==> src/rtl/imem_loader.sv <==
// ---------------------------------------------------------------------------
// imem_loader
//   Streams a program into instruction memory from a byte channel.  Four
//   bytes are assembled big-endian into one 32-bit word, the word is written
//   with a single mem_we strobe, and the address advances until the latched
//   word count has been written.  cpu_hold keeps the processor stalled for
//   the whole load.
//
// Ports
//   clk, rst_n   : system clock, asynchronous active-low reset
//   start        : one-cycle load request (only looked at in IDLE)
//   word_count   : words to load, 0..2**ADDR_WIDTH (latched on start)
//   rx_data      : program byte
//   rx_valid     : rx_data valid
//   rx_ready     : loader takes a byte this cycle (RECV only)
//   mem_we       : instruction-memory write strobe
//   mem_addr     : instruction-memory word address
//   mem_wdata    : assembled instruction word
//   busy         : not IDLE
//   cpu_hold     : same as busy
//   done         : one-cycle pulse at the end of a load
//   err          : sticky, last start had an oversized word_count
// ---------------------------------------------------------------------------
module imem_loader #(
    parameter int ADDR_WIDTH = 8
) (
    input  logic                  clk,
    input  logic                  rst_n,
    input  logic                  start,
    input  logic [ADDR_WIDTH:0]   word_count,
    input  logic [7:0]            rx_data,
    input  logic                  rx_valid,
    output logic                  rx_ready,
    output logic                  mem_we,
    output logic [ADDR_WIDTH-1:0] mem_addr,
    output logic [31:0]           mem_wdata,
    output logic                  busy,
    output logic                  cpu_hold,
    output logic                  done,
    output logic                  err
);

    localparam logic [ADDR_WIDTH:0] MAX_WORDS = {1'b1, {ADDR_WIDTH{1'b0}}};

    typedef enum logic [1:0] {IDLE, RECV, WRITE, DONE} state_t;

    state_t              state, state_nxt;
    logic [ADDR_WIDTH:0] cnt_lat;
    logic [1:0]          byte_cnt;
    logic                accept;
    logic                start_zero;
    logic                start_bad;
    logic                start_ok;
    logic                last_word;

    assign accept     = rx_valid && rx_ready;
    assign start_zero = start && (word_count == '0);
    assign start_bad  = start && (word_count > MAX_WORDS);
    assign start_ok   = start && !start_zero && !start_bad;
    // The address is compared one ahead so a full load ends at the top
    // address instead of wrapping back to 0.
    assign last_word  = ({1'b0, mem_addr} + (ADDR_WIDTH+1)'(1)) == cnt_lat;

    // State register
    always_ff @(posedge clk or negedge rst_n) begin
        if (!rst_n) state <= IDLE;
        else        state <= state_nxt;
    end

    // Next-state logic
    always_comb begin
        state_nxt = state;
        case (state)
            IDLE: begin
                if (start_ok)        state_nxt = RECV;
                else if (start_zero) state_nxt = DONE;
            end
            RECV:    if (accept && byte_cnt == 2'd3) state_nxt = WRITE;
            WRITE:   state_nxt = last_word ? DONE : RECV;
            DONE:    state_nxt = IDLE;
            default: state_nxt = IDLE;
        endcase
    end

    // Outputs are decoded straight from the state register so reset
    // clears them without waiting for a clock.
    always_comb begin
        rx_ready = (state == RECV);
        mem_we   = (state == WRITE);
        done     = (state == DONE);
        busy     = (state != IDLE);
        cpu_hold = busy;
    end

    // Datapath: latched count, byte counter, address, word assembly, err
    always_ff @(posedge clk or negedge rst_n) begin
        if (!rst_n) begin
            cnt_lat   <= '0;
            byte_cnt  <= '0;
            mem_addr  <= '0;
            mem_wdata <= '0;
            err       <= 1'b0;
        end else begin
            case (state)
                IDLE: begin
                    if (start_bad) begin
                        err <= 1'b1;
                    end else if (start) begin
                        err      <= 1'b0;
                        cnt_lat  <= word_count;
                        byte_cnt <= '0;
                        mem_addr <= '0;
                    end
                end
                RECV: begin
                    // Shifting in at the bottom leaves the first byte in
                    // [31:24] once all four have arrived; the 2-bit counter
                    // wraps back to 0 on the fourth byte.
                    if (accept) begin
                        mem_wdata <= {mem_wdata[23:0], rx_data};
                        byte_cnt  <= byte_cnt + 2'd1;
                    end
                end
                WRITE: begin
                    if (!last_word) mem_addr <= mem_addr + 1'b1;
                end
                default: ;
            endcase
        end
    end

endmodule

==> config.mk <==
export PLATFORM = sky130hd
export DESIGN_NAME = imem_loader
export DESIGN_NICKNAME = d
export VERILOG_FILES = /design/src/rtl/imem_loader.sv
export SDC_FILE = /design/constraint.sdc
export NUM_CORES = 1
export LEC_CHECK = 0
export ABC_AREA = 1
export CAP_MARGIN = 10
export CORE_ASPECT_RATIO = 1.1
export CORE_MARGIN = 2
export CORE_UTILIZATION = 35
export DETAILED_ROUTE_END_ITERATION = 10
export PLACE_DENSITY = 0.68
export SETUP_SLACK_MARGIN = 0.4
export SYNTH_ARGS = -nofsm -noshare
export SYNTH_HDL_FRONTEND = slang
export SYNTH_SLANG_ARGS = --single-unit
==> constraint.sdc <==
create_clock -name clk -period 3.1 [get_ports clk]
set_input_delay 0.465 -clock clk [delete_from_list [all_inputs] [get_ports clk]]
set_output_delay 0.465 -clock clk [all_outputs]
set_load 0.02 [all_outputs]
==> out/results.tsv <==
metric	value	unit
post-synthesis average cell area	9.71	um2
Max Root-Sink Buffers	2	
CTS Hold Buffers Added	0	
grt ovf	0	
CP peak stage delay	0.63	ns
syn nets	283	
insertion delay to the later sink of the worst-skew pair	0.31	ns
Slew @ Worst Pin	0.772	ns
Clock Pin Slew Worst Setup and Hold Paths	0.10	ns
cell family with most CP delay	buffers and inverters	
via count	1996	
die area	0.00791	mm2
Synth area leaders	dfrtp_1, mux2_2, nand2_1, nand3_1, inv_1	
Post-DP Area	0.00327	mm2
final net count	352	
WP data arrival	1.82	ns
CP Buf/Inv Count	3	
Syn. warnings	0	
Final Max Tran Viols	0	
GP Congestion	0.837	
Core ar.	0.00701	mm2
WL final	5.59	mm
mapped cell area	0.00252	mm2
fin worst setup slack	0.812	ns
Tot Pwr	0.00338	W
outcome	finished, final reports clean	
Design Area, Final	0.00335	mm2
cts repair resizes	0	
R2R Setup Slk	1.24	ns
worst vdd ir	0.000510	V
vias in the first global route	1935	
Seq cells post-synth	54	
CTS tree	yes	
TritonCTS Buffers	5	
first-pass GRT wire length	9.42	mm
Worst R2R Start	mem_addr[0]	
RSZ-0062 raised after global routing	false	
synth unique cells	24	
worst hold-check path type	in2async	
vias per inst	4.82	
Yosys top cell area share	0.535	
Seq/Total Area, Yosys	0.535	
total track usage	0.149	
Max H-tree Level	2	
Tcrit/Tclk final	0.738	
router iterations before antenna repair	5	
final hold slack	0.146	ns
share of post-route cells with drive strength above 1	0.173	
FP Rows	32	
largest net degree at the start of global routing	36	
max-cap violations	0	
largest fanout on the critical path	9	
Worst Skew	0.00945	ns
Setup Fix Bufs, Post-CTS	0	
CP Launch Type	register	
Area Growth Syn to Fin	32.8	%
RR Endpoint	mem_addr[7]	
dpl hpwl	4.09	mm
Worst Setup End Kind	output port	
Final Hold Fails	0	
Max Fclk	0.437	GHz
PwrDens	1010	mW/mm2
Antenna Violating Nets Remaining	0	
clock root buffer	clkbuf_8	
worst r2r path cells	12	
Rel. slew slack	0.484	
post-DR wirelength/cell	13.5	um
CTS Sinks	54	
final setup TNS	0	ns
cell taking the most area after synthesis	dfrtp_1	
Antenna Cells	0	
CP cell instances	inv_1 > nand2_1 > clkinv_1 > clkdlybuf4s50_1	
Synth Instances	260	
PortBufs	66	
slowest CP cell	clkdlybuf4s50_1	
min cycle time layout	2.29	ns
DRC Markers	0	
Leak Pwr	1.58	nW
critical path class	reg2out	
Final Setup Violations	0	
Die W	85.0	um
die height	93.1	um
pre-CTS WS	0.814	ns
DRT iter0 DRCs	99	
IO Count	67	
Data required, critical path	2.63	ns
antenna violations before repair	0	
Initial Util	0.360	
## stage by stage
step | cells | util
after floorplan | 260 | -
after global placement | 407 | 0.466
after detailed placement | 407 | 0.466
after CTS | 414 | 0.478
after global routing | 414 | 0.478
final | 414 | 0.478
## cells by family after synthesis
group	share of synthesized area
fa+ha+maj	0.00991
simple gates	0.221
flops	0.535
compound gates	0.0322
xor+xnor	0.00347
buf+inv	0.0555
mux	0.143
## final cells by class
| type | count | area [um2] |
|---|---|---|
| flip-flops and latches | 54 | 1350 |
| inverters | 30 | 113 |
| clock buffers | 5 | 68.8 |
| clock inverters | 2 | 17.5 |
| fillers | 659 | 3650 |
| multi-input cells | 171 | 1030 |
| well taps | 85 | 106 |
| repair buffers | 67 | 663 |
## cells in the mapped netlist, drive strengths merged
library cell / number
a21oi: 2
a31oi: 1
buf: 5
clkinv: 1
dfrtp: 54
ha: 2
inv: 29
mux2: 32
nand2: 76
nand3: 26
nand4: 1
nor2: 18
o211ai: 1
o21a: 1
o21ai: 10
xor2: 1
## state kept, by name, indices dropped and copies added, names as in the netlist
signal and flops:
byte_cnt 2, mem_addr 8, cnt_lat 9, err 1, mem_wdata 32, state 2
## worst max-delay path by stage
stage / from / to / slack [ns] / depth (start not counted)
after floorplan: mem_addr[0] / mem_addr[7] / 1.36 / 13
after global placement: word_count[1] / cnt_lat[3] / 0.82 / 9
after detailed placement: word_count[1] / cnt_lat[2] / 0.81 / 8
after CTS: state[0] / mem_we / 0.81 / 4
after global routing: state[0] / mem_we / 0.71 / 4
final: state[0] / mem_we / 0.81 / 4
## per-layer routing
layer / share of wire / track usage / wire length (um)
met3: 0.091 / 0.0662 / 511
met4: 0.0095 / 0.0397 / 53
met5: 0 / 0 / 0
met2: 0.47 / 0.238 / 2640
met1: 0.43 / 0.183 / 2390
## cell usage in the layout (no fill, tap or decap)
master,n
clkbuf_8,5
nand2_4,1
inv_2,2
dfrtp_1,54
clkinv_1,1
nor2_4,3
buf_2,1
inv_1,27
nand2_1,71
nand3_1,24
buf_4,1
ha_1,2
xor2_1,1
a21oi_1,2
o21ai_0,10
nand2_2,4
nand3_4,1
inv_6,2
nor2_1,11
nand3_2,1
o21a_1,1
o211ai_1,1
nand4_1,1
a31oi_1,1
mux2_2,32
clkdlybuf4s50_1,65
nor2_2,4
## power by group
| group | switching [W] | total, W | internal, W |
|---|---|---|---|
| Sequential | 0.000238 | 0.00127 | 0.00103 |
| Combinational | 0.000857 | 0.00170 | 0.000844 |
| Clock | 0.000247 | 0.000408 | 0.000161 |
| Total | 0.00134 | 0.00338 | 0.00204 |
Power figures use the tool's default switching activity.
